File: src/rtl/serial_adder_ctrl.sv
// rtl/serial_adder_ctrl.sv - bit-serial WIDTH-bit adder around one sum1b full adder; optional subtract mode under SERIAL_ADDER_SUB_EN

module sum1b (
  input  logic a,
  input  logic b,
  input  logic ci,
  output logic s,
  output logic co
);
  assign s  = a ^ b ^ ci;
  assign co = (a & b) | (ci & (a ^ b));
endmodule

module serial_adder_ctrl #(
  parameter int WIDTH = 4
) (
  input  logic             clk,
  input  logic             rst,
  input  logic             start,
  input  logic [WIDTH-1:0] a_in,
  input  logic [WIDTH-1:0] b_in,
  input  logic             ci_in,
`ifdef SERIAL_ADDER_SUB_EN
  input  logic             op,
`endif
  output logic             busy,
  output logic             done,
  output logic [WIDTH-1:0] sum,
  output logic             co
);

  localparam int CNT_W = $clog2(WIDTH + 1);
  localparam logic [CNT_W-1:0] LAST_BIT = CNT_W'(WIDTH - 1);

  typedef enum logic [1:0] {S_IDLE, S_RUN, S_DONE} state_t;

  state_t           r_state;
  state_t           w_state_nxt;
  logic [WIDTH-1:0] r_a_sh;
  logic [WIDTH-1:0] r_b_sh;
  logic [WIDTH-1:0] r_s_sh;
  logic [WIDTH-1:0] r_sum;
  logic             r_co;
  logic             r_carry;
  logic [CNT_W-1:0] r_bit_cnt;

  logic [WIDTH-1:0] w_s_sh_nxt;
  logic [WIDTH-1:0] w_b_load;
  logic             w_carry_load;
  logic             w_s;
  logic             w_co;
  logic             w_accept;
  logic             w_last;

  sum1b u_sum1b (
    .a  (r_a_sh[0]),
    .b  (r_b_sh[0]),
    .ci (r_carry),
    .s  (w_s),
    .co (w_co)
  );

  assign w_accept = (r_state == S_IDLE) && start;
  assign w_last   = (r_state == S_RUN) && (r_bit_cnt == LAST_BIT);

  // New sum bit enters at the MSB; written as shift/or so WIDTH=1 needs no special case.
  assign w_s_sh_nxt = (r_s_sh >> 1) | (WIDTH'(w_s) << (WIDTH - 1));

`ifdef SERIAL_ADDER_SUB_EN
  // Subtraction is A + ~B + 1, so the inverted operand and a forced carry are loaded up front.
  assign w_b_load     = op ? ~b_in : b_in;
  assign w_carry_load = op ? 1'b1  : ci_in;
`else
  assign w_b_load     = b_in;
  assign w_carry_load = ci_in;
`endif

  // State register.
  always_ff @(posedge clk) begin
    if (rst) r_state <= S_IDLE;
    else     r_state <= w_state_nxt;
  end

  // Next-state and Moore outputs.
  always_comb begin
    w_state_nxt = r_state;
    busy        = 1'b0;
    done        = 1'b0;
    case (r_state)
      S_IDLE: if (start) w_state_nxt = S_RUN;
      S_RUN: begin
        busy = 1'b1;
        if (r_bit_cnt == LAST_BIT) w_state_nxt = S_DONE;
      end
      S_DONE: begin
        done        = 1'b1;
        w_state_nxt = S_IDLE;
      end
      default: w_state_nxt = S_IDLE;
    endcase
  end

  // Operand shifting, carry, bit counting; result registers load only on entry to DONE.
  always_ff @(posedge clk) begin
    if (rst) begin
      r_a_sh    <= '0;
      r_b_sh    <= '0;
      r_s_sh    <= '0;
      r_carry   <= 1'b0;
      r_bit_cnt <= '0;
      r_sum     <= '0;
      r_co      <= 1'b0;
    end else if (w_accept) begin
      r_a_sh    <= a_in;
      r_b_sh    <= w_b_load;
      r_carry   <= w_carry_load;
      r_bit_cnt <= '0;
    end else if (r_state == S_RUN) begin
      r_a_sh    <= r_a_sh >> 1;
      r_b_sh    <= r_b_sh >> 1;
      r_s_sh    <= w_s_sh_nxt;
      r_carry   <= w_co;
      r_bit_cnt <= r_bit_cnt + CNT_W'(1);
      if (w_last) begin
        r_sum <= w_s_sh_nxt;
        r_co  <= w_co;
      end
    end
  end

  assign sum = r_sum;
  assign co  = r_co;

endmodule

File: config.mk
export PLATFORM = sky130hd
export DESIGN_NAME = serial_adder_ctrl
export DESIGN_NICKNAME = d
export VERILOG_FILES = /design/src/rtl/serial_adder_ctrl.sv
export SDC_FILE = /design/constraint.sdc
export NUM_CORES = 1
export LEC_CHECK = 0
export ABC_AREA = 0
export CAP_MARGIN = 30
export CORE_ASPECT_RATIO = 1.25
export CORE_MARGIN = 2
export CORE_UTILIZATION = 30
export CTS_CLUSTER_DIAMETER = 50
export DETAILED_ROUTE_END_ITERATION = 7
export GPL_TIMING_DRIVEN = 0
export HOLD_SLACK_MARGIN = 0.02
export PLACE_DENSITY = 0.49
export SYNTH_ARGS = -nofsm -noshare
export SYNTH_HDL_FRONTEND = slang
export SYNTH_SLANG_ARGS = --single-unit
export TNS_END_PERCENT = 30
File: constraint.sdc
create_clock -name clk -period 1.4 [get_ports clk]
set_input_delay 0.21 -clock clk [delete_from_list [all_inputs] [get_ports clk]]
set_output_delay 0.21 -clock clk [all_outputs]
set_load 0.005 [all_outputs]
==> results.md, run 1 <==
- At the pin with the least slew margin, the transition time is approximately 470 ps.
- Synthesis handed over a netlist of 96 instances.
- In the global route stage, met1 resource usage came out at between 10 and 15%.
- The pre-CTS worst setup slack is -179 ps.
- The Yosys step of the flow raised 0 warnings.
- The worst slew slack as a fraction of its limit is between 60% and 70%.
- The average routed wire per standard cell is 12.4 um.
- Clock-pin slew was measured on the worst setup and hold paths at 130 ps.
- STA classifies the critical path endpoint as an output pin.
- The number of nets in the layout is ~140.
- The die covers around 3600 um^2.
- The repair_antennas step left the layout with diodes totalling 0.
- The synthesized cell area is just over 900 um^2.
- Including well taps, the total number of placed cells is 150.
- The die outline height is 66.3 um.
- Summed over all cells, the static leakage comes to roughly 0.56 nW.
- The largest delay contributor family on the critical path is flip-flops.
- The reg-to-reg endpoint is co.
- The power dissipated by switching net loads is between 0.2 and 0.3 mW.
- After global routing, the most crowded layer is met2.
- Among all stages on the critical path, the largest delay is contributed by sky130_fd_sc_hd__dfxtp_4.
- The placeable core region is about 2900 um^2.
- The remaining number of nets flagged by the antenna check after routing is 0.
- After the first detailed-routing iteration, the DRC count stood at 10.
- The worst hold path stage count is 3.
- The netlist uses 21 different library cells.
- The final hold violation count is 0.
- The aggregate negative setup slack is 0 ps.
- The critical path goes through nor2b_4 -> buf_8 -> buf_12 -> buf_6.
- The smallest setup slack after layout is between 20 and 25 ps.
- After synthesis, the largest area contributor takes up 47.3% of total cell area.
- The net count after synthesis is around 110.
- The clock passes through at most 2 buffers.
- The most frequent standard cell in the layout excluding fill and tap cells is sky130_fd_sc_hd__dfxtp_1.
- The area taken by flip-flops and latches is approximately 450 um^2.
- The share of final-layout standard cells stronger than drive strength 1 is 15.1%.
- In the routed layout, each cell is associated on average with a via count of approximately 4.9.
- The switching power share of the total is between 20% and 30%.
- The buffer type at the clock tree root is sky130_fd_sc_hd__clkbuf_4.
- The max-slew violation count came to 0.
- The first global-routing pass estimated about 3200 um of wire.
- Of the synthesized area, sequential elements account for a little under half.
- The number of setup violations in the final report is 0.
- Buffers inserted to repair hold after CTS numbered 0.
- Across the run, the number of max-cap violations was 0.
- sky130_fd_sc_hd__dfxtp_1 takes more of the synthesized area than any other cell.
- Per report_power, the clock group accounts for a little over a third of the total.
- The worst setup path is launched from a register.
- The sum of buffers and inverters on the critical path is 3.
- The number of buffers created by CTS is 3.
- The number of filler cells placed in the layout is ~290.
- After detailed routing, the number of remaining DRC violations is 0.
- The congestion estimate from routability-driven global placement came to just under 0.7.
- On the worst path, the slowest cell contributes a delay of between 300 and 400 ps.
- The worst-case reg-to-reg path depth is 5.
- The min-delay analysis places its worst path in the category input pin to register.
- The total power density per cell area is 1060 nW/um^2.
- In the global route stage, met2 resource usage came out at a little over a fifth.
- Dividing the synthesized area by the synthesized cell count gives 9.70 um^2.
- After synthesis the netlist holds a flip-flop and latch count of 22.
- The share of power burned in combinational logic is approximately an eighth.
- The final route contains ~760 vias.
- Once the floorplan was initialized, standard cells occupied 31.6% of the core.
- The internal portion of the total power is 1.04 mW.
- The overall overflow remaining after global route is 0.
- The highest ir drop seen on vdd is a little under 700 uV.
- The met3 layer usage reported by global route is under 10%.
- The flow ran to the end, and the final reports show no timing, DRC or antenna violations.
- Entering global routing, the biggest net connects 14 pins.
- Of the total power, registers draw between 50% and 60%.
- Summing all multi-input logic gate instances after layout gives 419 um^2.
- For the final database, setup skew stands at ~8.4 ps.
- The number of antenna violations at the first check in global routing is 0.
- Derived from the worst setup path, the maximum achievable clock frequency is 725 MHz.
- Dividing the final minimum period by the clock period gives 98.5%.
- In this run the critical register-to-register path is launched from r_bit_cnt[0].
- The final instance count without filler cells is 155.
- The count of pins on the block boundary is 19.
- In this run the number of H-tree levels came out at 1.
- The routed design has about 1900 um of wire.
- The data arrival time at the worst-slack endpoint is between 1000 and 1500 ps.
- The worst hold path startpoint is a_in[3].
- The clock net sink count is 22.
- The site row count is 22.
- The routed design could run at a clock period as short as approximately 1400 ps.
- The setup slack of the worst register-to-register path is 130 ps.
- Data on the critical path is required at its endpoint by approximately 1200 ps.
- Detailed placement ended at an HPWL of around 1400 um.
- From left edge to right edge, the die measures 53.8 um.
- The clock tree from TritonCTS is done.
- By area the synthesized netlist is led by sky130_fd_sc_hd__dfxtp_1 (47%), sky130_fd_sc_hd__o221a_1 (8.5%), sky130_fd_sc_hd__a21oi_1 (7.5%), sky130_fd_sc_hd__mux2i_1 (4.3%), sky130_fd_sc_hd__inv_1 (3.6%).
- Relative to the synthesized area, the layout overhead comes to 34.8%.
- The total chip power is about 1.3 mW.
- The largest fanout on the critical path is 10.
- The count of input and output buffers is 18.
- The first TritonRoute pass finished after 4 iterations.
- Leaving out fill and tap cells, the most frequent cells in the layout are sky130_fd_sc_hd__dfxtp_1 (15), sky130_fd_sc_hd__a21oi_1 (14), sky130_fd_sc_hd__clkdlybuf4s50_1 (11), sky130_fd_sc_hd__inv_1 (9), sky130_fd_sc_hd__nor2_1 (9).
- Setup repair after global routing could not meet its margin everywhere.
- The hold-critical path endpoint is r_a_sh[3].
- The overall global routing resource usage is 12.5%.
- The via count of the first global-routing pass is 749.
- At the later pin of the worst-skew pair, clock insertion delay measures roughly 310 ps.
- The category of the most critical setup path is register to output pin.
-- synth_stat cells --
cell / count
sky130_fd_sc_hd__nor2b_4: 1
sky130_fd_sc_hd__nand2b_1: 1
sky130_fd_sc_hd__nand3b_1: 3
sky130_fd_sc_hd__nand3_1: 5
sky130_fd_sc_hd__buf_6: 2
sky130_fd_sc_hd__nor2b_1: 2
sky130_fd_sc_hd__fa_1: 1
sky130_fd_sc_hd__o221a_1: 7
sky130_fd_sc_hd__nor2_1: 9
sky130_fd_sc_hd__inv_1: 9
sky130_fd_sc_hd__o21ai_0: 2
sky130_fd_sc_hd__clkbuf_1: 2
sky130_fd_sc_hd__dfxtp_1: 22
sky130_fd_sc_hd__a21oi_1: 14
sky130_fd_sc_hd__ha_1: 2
sky130_fd_sc_hd__nand2_1: 5
sky130_fd_sc_hd__a211oi_1: 1
sky130_fd_sc_hd__buf_12: 1
sky130_fd_sc_hd__mux2i_1: 4
sky130_fd_sc_hd__o21bai_1: 1
sky130_fd_sc_hd__a22oi_1: 2
-- registers in the layout, summed over array words and instances (netlist names) --
register,cells
co,1
r_a_sh,4
r_b_sh,4
r_bit_cnt,3
r_carry,1
r_s_sh,3
r_state,2
sum,4
-- final cells by class --
cell class	count	share of cell area [%]
clock inverters	1	2.39
inverters	9	2.69
multi-input cells	60	33.4
plain buffers	4	3.39
clock buffers	3	1.79
well taps	36	3.59
flip-flops and latches	22	36.2
repair buffers	20	16.6
-- timing repair --
item	CTS	global route
buffers inserted	1	1
gates resized for setup	11	12
pin swaps	1	1
endpoints found under the setup margin	7	12
-- routing by layer --
layer / part of all wire (%) / up-vias
li1: - / 383
met1: 44 / 357
met2: 49 / 15
met3: 6.2 / 2
met4: 0.94 / 0
met5: 0 / -
-- tightest hold or removal path: cells and delay by family --
family,cells,cell delay (ps)
and+or+nand+nor,1,70
AOI/OAI and AO/OA,1,50
buffers and inverters,1,400
-- through the flow --
stage / instance area, um^2 / hold slack (ps) / utilization, %
global placement: 1160 / 450 / 39.3
floorplan: 931 / 370 / -
finish: 1250 / 461 / 42.6
global route: 1250 / 471 / 42.6
detailed placement: 1160 / 453 / 39.3
CTS: 1230 / 454 / 41.7
-- kinds of logic after synthesis --
logic type	count (synthesis)	share of synthesized area, %
compound gates	27	20.3
simple gates	26	14.2
flops	22	47.3
buf+inv	14	9.01
mux	4	4.30
fa+ha+maj	3	4.84
-- power groups by stage --
stage	Combinational, mW	Clock, mW	Sequential [mW]
global placement	0.168	0	0.689
detailed placement	0.171	0	0.689
finish	0.169	0.487	0.675
CTS	0.177	0.506	0.674
floorplan	0.107	0	0.685
global route	0.189	0.532	0.680
-- worst max-delay path by stage --
| stage | start | endpoint | slack [ps] | depth (start not counted) |
|---|---|---|---|---|
| floorplan | r_bit_cnt[0] | sum[0] | 230 | 5 |
| global placement | start | r_b_sh[0] | -170 | 4 |
| detailed placement | start | r_b_sh[1] | -180 | 4 |
| CTS | r_state[0] | busy | -80 | 5 |
| global route | r_state[0] | busy | -40 | 4 |
| finish | r_state[0] | busy | 20 | 4 |
(Power assumes the default switching activity.)
==> inputs of run 2 (changes only) <==
CORE_MARGIN = 1   (was 2)
GPL_TIMING_DRIVEN = unset   (was 0)
==> results.md, run 2 (synthesis gave the netlist of run 1 again) <==
- The highest ir drop seen on vdd was 401 uV (-42%).
- The starting density of the core is 31.6% (unchanged).
- The post-route clock skew is 4.18 ps (-4.18 ps).
- The insertion delay to the later sink of the worst-skew pair is 300 ps (about the same).
- The overall global routing resource usage is 12.3% (-0.20 points).
- Setup repair after global routing left no endpoint under its margin.
- The count of pins on the block boundary is 19 (unchanged).
- The part of the cycle the worst path needs is 96.0% (-2.5 points).
- The remaining number of nets flagged by the antenna check after routing is 0 (unchanged).
- The buffer type at the clock tree root is sky130_fd_sc_hd__clkbuf_4.
- The total of hold buffers inserted after clock tree synthesis is 0 (unchanged).
- The largest fanout on the critical path is 2 (-8).
- STA classifies the critical path endpoint as an output pin.
- The flow ran to the end, and the final reports show no timing, DRC or antenna violations.
- The die area is 3330 um^2 (-6.6%).
- The DRC violations left is 0 (unchanged).
- The final hold violation count is 0 (unchanged).
- The most frequent standard cell in the layout excluding fill and tap cells is sky130_fd_sc_hd__dfxtp_1.
- The die span in x was 51.8 um (-3.7%).
- In the layout the commonest cells are sky130_fd_sc_hd__dfxtp_1 (16), sky130_fd_sc_hd__clkdlybuf4s50_1 (15), sky130_fd_sc_hd__a21oi_1 (14), sky130_fd_sc_hd__inv_1 (9), sky130_fd_sc_hd__nor2_1 (9).
- The clock transition at the registers of the reported paths is 120 ps (about the same).
- The data arrival time at the worst-slack endpoint is 1130 ps (-40 ps).
- The actual slew at the worst max-slew pin was 448 ps (-26.6 ps).
- The total via count in the routed design is 728 (-3.8%).
- The placeable core region is 2950 um^2 (unchanged).
- The clock tree from TritonCTS is done.
- The number of optimization iterations in the first detailed-route pass came to 4 (unchanged).
- The site row count came to 22 (unchanged).
- The signed area change from the synthesized netlist to the final layout is 28.4%.
- The max-slew violation count is 0 (unchanged).
- The upper clock frequency limit is 744 MHz (+2.6%).
- The leakage component of the power came to 0.472 nW (-16%).
- The maximum number of pins on one net before global-route repair is 23 (+9).
- The routability congestion estimate came to 0.761 (+12%).
- STA classifies the critical path startpoint as a register.
- The via count of the first global-routing pass is 736 (-1.7%).
- Walking the worst path, the cells encountered are clkdlybuf4s50_1.
- The largest delay contributor family on the critical path is buffers and inverters.
- The count of antenna diodes in the layout is 0 (unchanged).
- The wire length of the first global-routing pass came to 3100 um (-4.5%).
- The aggregate negative setup slack was 0 ps (unchanged).
- The final critical delay including setup and external delays was 1340 ps (-34.8 ps).
- The count of instances resized after the clock tree is built is 3 (-8).
- The share of final-layout standard cells stronger than drive strength 1 is 13.6% (-1.6 points).
- The smallest setup slack after layout was 55.6 ps (+34.8 ps).
- The maximum root-to-sink buffer count is 2 (unchanged).
- The HPWL after detailed placement was 1250 um (-9.6%).
- The pre-CTS worst setup slack was -95.7 ps (+83.2 ps).
- The die outline height is 64.3 um (-3.0%).
- The overall overflow remaining after global route is 0 (unchanged).
- The count of input and output buffers came to 18 (unchanged).
- The worst slew slack as a fraction of its limit was 70.0% (+1.7 points).
- The final cell utilization of the core was 40.6% (-2.0 points).
- The critical path data required time came to 1190 ps (about the same).
- The slowest stage of the critical path belongs to the cell sky130_fd_sc_hd__clkdlybuf4s50_1.
- The number of H-tree levels was 1 (unchanged).
- The clock net sink count is 22 (unchanged).
- The number of buffers added for setup after CTS is 0 (-1).
- The number of nets in the layout came to 135 (unchanged).
- The average vias per placed instance is 4.73 (-3.2%).
- The number of setup violations in the final report is 0 (unchanged).
- The number of buffers created by CTS is 3 (unchanged).
- The worst hold-check path type is register to register.
- The sum of buffers and inverters on the critical path is 1 (-2).
- The largest stage delay on the critical path is 490 ps (+110 ps).
- The worst setup path is of the register to output pin kind.
- The average routed wire per standard cell is 11.8 um (-4.7%).
- The total wire length after detailed routing is 1810 um (-5.3%).
- The violation count after the first detailed-route iteration is 16 (+6).
- The number of max-cap violations is 0 (unchanged).
- The total power density per cell area is 937 nW/um^2 (-12%).
- The number of antenna violations at the first check in global routing is 0 (unchanged).
run 2: cell types whose count changed in the layout (fill, tap and decap cells not counted), moves of 2 or more:
cell and change:
sky130_fd_sc_hd__dfxtp_4 -2, sky130_fd_sc_hd__buf_4 +3, sky130_fd_sc_hd__dlymetal6s2s_1 -4, sky130_fd_sc_hd__clkdlybuf4s50_1 +4, sky130_fd_sc_hd__clkbuf_1 -2
run 2: area by class of cell:
class,count,area [um^2]
timing repair buffer,24,239
tap,36,45.0
fill,297,1750
sequential,22,448
inverter,9,33.8
clock buffer,3,22.5
multi-input combinational,60,407
run 2: worst register-to-register path: cells and delay by family, from the launching register on:
kind / cells / cell delay, ps
adders and majority gates: 2 / 390
DFF: 1 / 350
and+or+nand+nor: 2 / 320
AOI/OAI and AO/OA: 1 / 140
run 2: final timing paths:
check | startpoint | end | slack, ps | cells past startpoint
setup / recovery | sum[2] | sum[2] | 60 | 1
hold / removal | sum[1] | sum[1] | 460 | 2
setup reg to reg | r_bit_cnt[0] | sum[3] | 130 | 5
hold reg to reg | sum[1] | sum[1] | 460 | 2
run 2: power breakdown:
part | internal, mW | leakage, nW | switching (mW) | total [mW]
registers | 0.657 | 0.183 | 0.0198 | 0.677
logic | 0.0880 | 0.275 | 0.0708 | 0.159
clock network | 0.100 | 0.0138 | 0.184 | 0.284
run 2: layer usage:
metal  vias to the layer above  routed length (um)  GRT usage [%]
met3                         2                  84           2.38
li1                        380                   -              -
met4                         0                  22           6.08
met1                       334                 863           14.7
met2                        12                 843           20.2
met5                         -                   0              0
run 2: through the flow:
stage / hold slack [ps] / power (mW) / instance area, um^2 / cells
2_1_floorplan: 370 / 0.793 / 931 / 96
3_3_place_gp: 447 / 0.851 / 1160 / 151
3_5_place_dp: 449 / 0.851 / 1160 / 151
4_1_cts: 466 / 1.14 / 1180 / 154
5_1_grt: 474 / 1.19 / 1190 / 154
6_report: 459 / 1.12 / 1190 / 154
==> inputs of run 3 (changes only) <==
SYNTH_HIERARCHICAL = 1   (was unset)
==> results.md, run 3 <==
- The run finished with clean final reports.
- Grouping stages by cell kind, the critical path spends the most delay in adder cells.
- The via count of the first global-routing pass is 889 (+21%).
- The HPWL after detailed placement is 1490 um (+20%).
- The area taken by flip-flops and latches is 455 um^2 (+1.7%).
- The count of cell types in the netlist is 27 (+29%).
- Among all stages on the critical path, the largest delay is contributed by sky130_fd_sc_hd__dfxtp_2.
- The number of optimization iterations in the first detailed-route pass is 4 (unchanged).
- STA classifies the critical path endpoint as a register.
- The largest stage delay on the critical path came to 350 ps (-140 ps).
- The fraction of post-synthesis cell area in the top cell type by area is 44.8% (-2.5 points).
- The signed area change from the synthesized netlist to the final layout is 34.5%.
- The die span in x is 53.2 um (+2.7%).
- The sum of buffers and inverters on the critical path is 0 (-1).
- The count of state elements after synthesis is 22 (unchanged).
- The category of the most critical setup path is register to register.
- The clock net sink count is 22 (unchanged).
- The insertion delay to the later sink of the worst-skew pair is 300 ps (about the same).
- The critical path data required time was 1610 ps (+420 ps).
- The overall global routing resource usage is 13.9% (+1.6 points).
- The count of antenna diodes in the layout came to 0 (unchanged).
- The number of setup violations in the final report is 0 (unchanged).
- The maximum number of pins on one net before global-route repair is 13 (-43%).
- The instance count of the mapped netlist is 109 (+14%).
- The average routed wire per standard cell is 11.8 um (-0.16%).
- Setup repair after global routing left no endpoint under its margin.
- The leakage component of the power is 0.591 nW (+25%).
- The starting density of the core is 32.5% (+0.87 points).
- The upper clock frequency limit came to 761 MHz (+2.3%).
- The critical path goes through ha_1 -> ha_2 -> nand3b_1 -> mux2i_1 -> nor2_1.
- The area of all placed cells without fillers was 1320 um^2 (+11%).
- The count of input and output buffers is 18 (unchanged).
- The most instantiated library cell after synthesis is sky130_fd_sc_hd__dfxtp_1.
- The final critical delay including setup and external delays is 1310 ps (-29.9 ps).
- The site row count is 22 (unchanged).
- The die outline height is 66.0 um (+2.7%).
- The actual slew at the worst max-slew pin was 339 ps (-109 ps).
- The worst slew slack as a fraction of its limit is 77.4% (+7.3 points).
- The average vias per placed instance is 4.66 (-1.4%).
- The maximum root-to-sink buffer count is 2 (unchanged).
- The number of buffers created by CTS is 3 (unchanged).
- The library cells used most frequently in the layout, excluding fill and tap cells, are sky130_fd_sc_hd__nand2_1 (16), sky130_fd_sc_hd__a21oi_1 (16), sky130_fd_sc_hd__dfxtp_1 (14), sky130_fd_sc_hd__clkdlybuf4s50_1 (11).
- STA classifies the critical path startpoint as a register.
- The number of H-tree levels came to 1 (unchanged).
- The die area is 3510 um^2 (+5.4%).
- The aggregate negative setup slack is 0 ps (unchanged).
- The final worst hold slack is 439 ps (-19.3 ps).
- The cell type contributing the most total cell area after synthesis is sky130_fd_sc_hd__dfxtp_1.
- The part of the cycle the worst path needs was 93.9% (-2.1 points).
- The number of max-cap violations is 0 (unchanged).
- By count the netlist is led by sky130_fd_sc_hd__dfxtp_1 (22), sky130_fd_sc_hd__a21oi_1 (16), sky130_fd_sc_hd__nand2_1 (16), sky130_fd_sc_hd__nor2_1 (10), sky130_fd_sc_hd__nand3_1 (6).
- The DRC violations left is 0 (unchanged).
- The overall overflow remaining after global route came to 0 (unchanged).
- The total via count in the routed design is 797 (+9.5%).
- The remaining number of nets flagged by the antenna check after routing is 0 (unchanged).
- The total of hold buffers inserted after clock tree synthesis is 0 (unchanged).
- The worst hold-check path type is input pin to register.
- The sequential fraction of the synthesis area is 44.8% (-2.5 points).
- The multi-input combinational cell area is 495 um^2 (+22%).
- The largest fanout on the critical path was 6 (+4).
- The placeable core region was 3030 um^2 (+2.8%).
- Yosys attributes the largest share of cell area to sky130_fd_sc_hd__dfxtp_1 (45%), sky130_fd_sc_hd__a21oi_1 (8.1%), sky130_fd_sc_hd__nand2_1 (6.1%), sky130_fd_sc_hd__a211oi_2 (5.1%), sky130_fd_sc_hd__nor2_1 (3.8%).
- The final hold violation count is 0 (unchanged).
- The wire length of the first global-routing pass is 3630 um (+17%).
- The mean instance size in the synthesized netlist is 9.02 um^2 (-7.0%).
- The number of filler cells placed in the layout is 335 (+13%).
- The violation count after the first detailed-route iteration is 16 (unchanged).
- The synthesized cell area is 983 um^2 (+5.6%).
- The total power density per cell area came to 939 nW/um^2 (+0.21%).
- The fraction of registers with async set/reset is 0% (unchanged).
- The routability congestion estimate came to 0.709 (-6.7%).
- The count of pins on the block boundary is 19 (unchanged).
- The clock transition at the registers of the reported paths is 120 ps (about the same).
- The max-slew violation count is 0 (unchanged).
- The instance area after placement is 1250 um^2 (+7.5%).
- The clock tree from TritonCTS is done.
- The post-route clock skew is 1.91 ps (-2.28 ps).
- The number of nets in the layout is 151 (+12%).
- For this run, the leading register cell type out of synthesis is sky130_fd_sc_hd__dfxtp_1.
- The number of synthesized flops with an enable pin is 0 (unchanged).
- The total wire length after detailed routing is 2010 um (+11%).
- The Yosys warning count is 6 (+6).
- The number of antenna violations at the first check in global routing is 0 (unchanged).
- The data arrival time at the worst-slack endpoint came to 1520 ps (+390 ps).
- The post-placement cell count is 166 (+9.9%).
- The share of final-layout standard cells stronger than drive strength 1 is 25.9% (+12 points).
- The highest ir drop seen on vdd is 570 uV (+42%).
- The net count after synthesis is 124 (+12%).
- The final instance count without filler cells is 171 (+11%).
- The buffer type at the clock tree root is sky130_fd_sc_hd__clkbuf_4.
## run 3: cell types whose count changed in the layout (fill, tap and decap cells not counted), sizes merged, moves of 3 or more
cell / delta
clkdlybuf4s50: -4
a211oi: +3
nor3: +5
nand2b: +3
or3b: +4
inv: -7
dlymetal6s2s: +4
o221a: -7
buf: +5
nand2: +11
## run 3: stage by stage
stage	utilization (%)	power [mW]	worst slack [ps]
after floorplan	-	0.825	125
after global placement	41.3	0.910	-155
after detailed placement	41.3	0.913	-193
after CTS	42.6	1.27	5.16
after global routing	43.7	1.33	9.29
final	43.7	1.24	85.4
## run 3: worst paths after layout
path                      from        end  slack, ps  cells past startpoint
hold / removal         a_in[3]  r_a_sh[3]        440                      3
hold reg to reg         sum[2]     sum[2]        460                      2
setup / recovery  r_bit_cnt[0]         co         90                      5
setup reg to reg  r_bit_cnt[0]         co         90                      5
## run 3: layout make-up
cell class                      count  share of cell area, %
Inverter                            2                  0.568
Sequential cell                    22                   34.4
Multi-Input combinational cell     78                   37.5
Tap cell                           36                   3.41
Timing Repair Buffer               29                   21.4
Clock buffer                        4                   2.74
## run 3: cells by family (layout without fill, tap and decap cells)
family	Yosys count	count (layout)	share of synthesized area [%]
compound gates	23	23	16.0
xor+xnor	1	1	0.891
fa+ha+maj	3	3	4.58
buf+inv	9	35	5.34
flops	22	22	44.8
mux	2	2	2.04
simple gates	49	49	26.3
## run 3: worst register-to-register path: stages, from the launching register on
cell and delay, ps:
sky130_fd_sc_hd__dfxtp_2 350, sky130_fd_sc_hd__ha_1 200, sky130_fd_sc_hd__ha_2 180, sky130_fd_sc_hd__nand3b_1 230, sky130_fd_sc_hd__mux2i_1 220, sky130_fd_sc_hd__nor2_1 50
## run 3: what timing repair did
action	4_1_cts	5_1_grt
setup buffers	0	1
gates resized for setup	5	17
endpoints found under the setup margin	2	9
## run 3: routing by layer
layer	up-vias	share of wire (%)	wire [um]	track usage, %
li1	423	-	-	-
met1	364	47	941	16.7
met2	8	50	998	23.6
met3	2	2.5	51	2.07
met4	0	0.99	20	5.92
met5	-	0	0	0
## run 3: report_power, final
| part | switching [mW] | internal (mW) | total (mW) |
|---|---|---|---|
| clock | 0.188 | 0.158 | 0.347 |
| combinational | 0.0982 | 0.116 | 0.214 |
| sequential | 0.0234 | 0.657 | 0.681 |
| total | 0.310 | 0.932 | 1.24 |
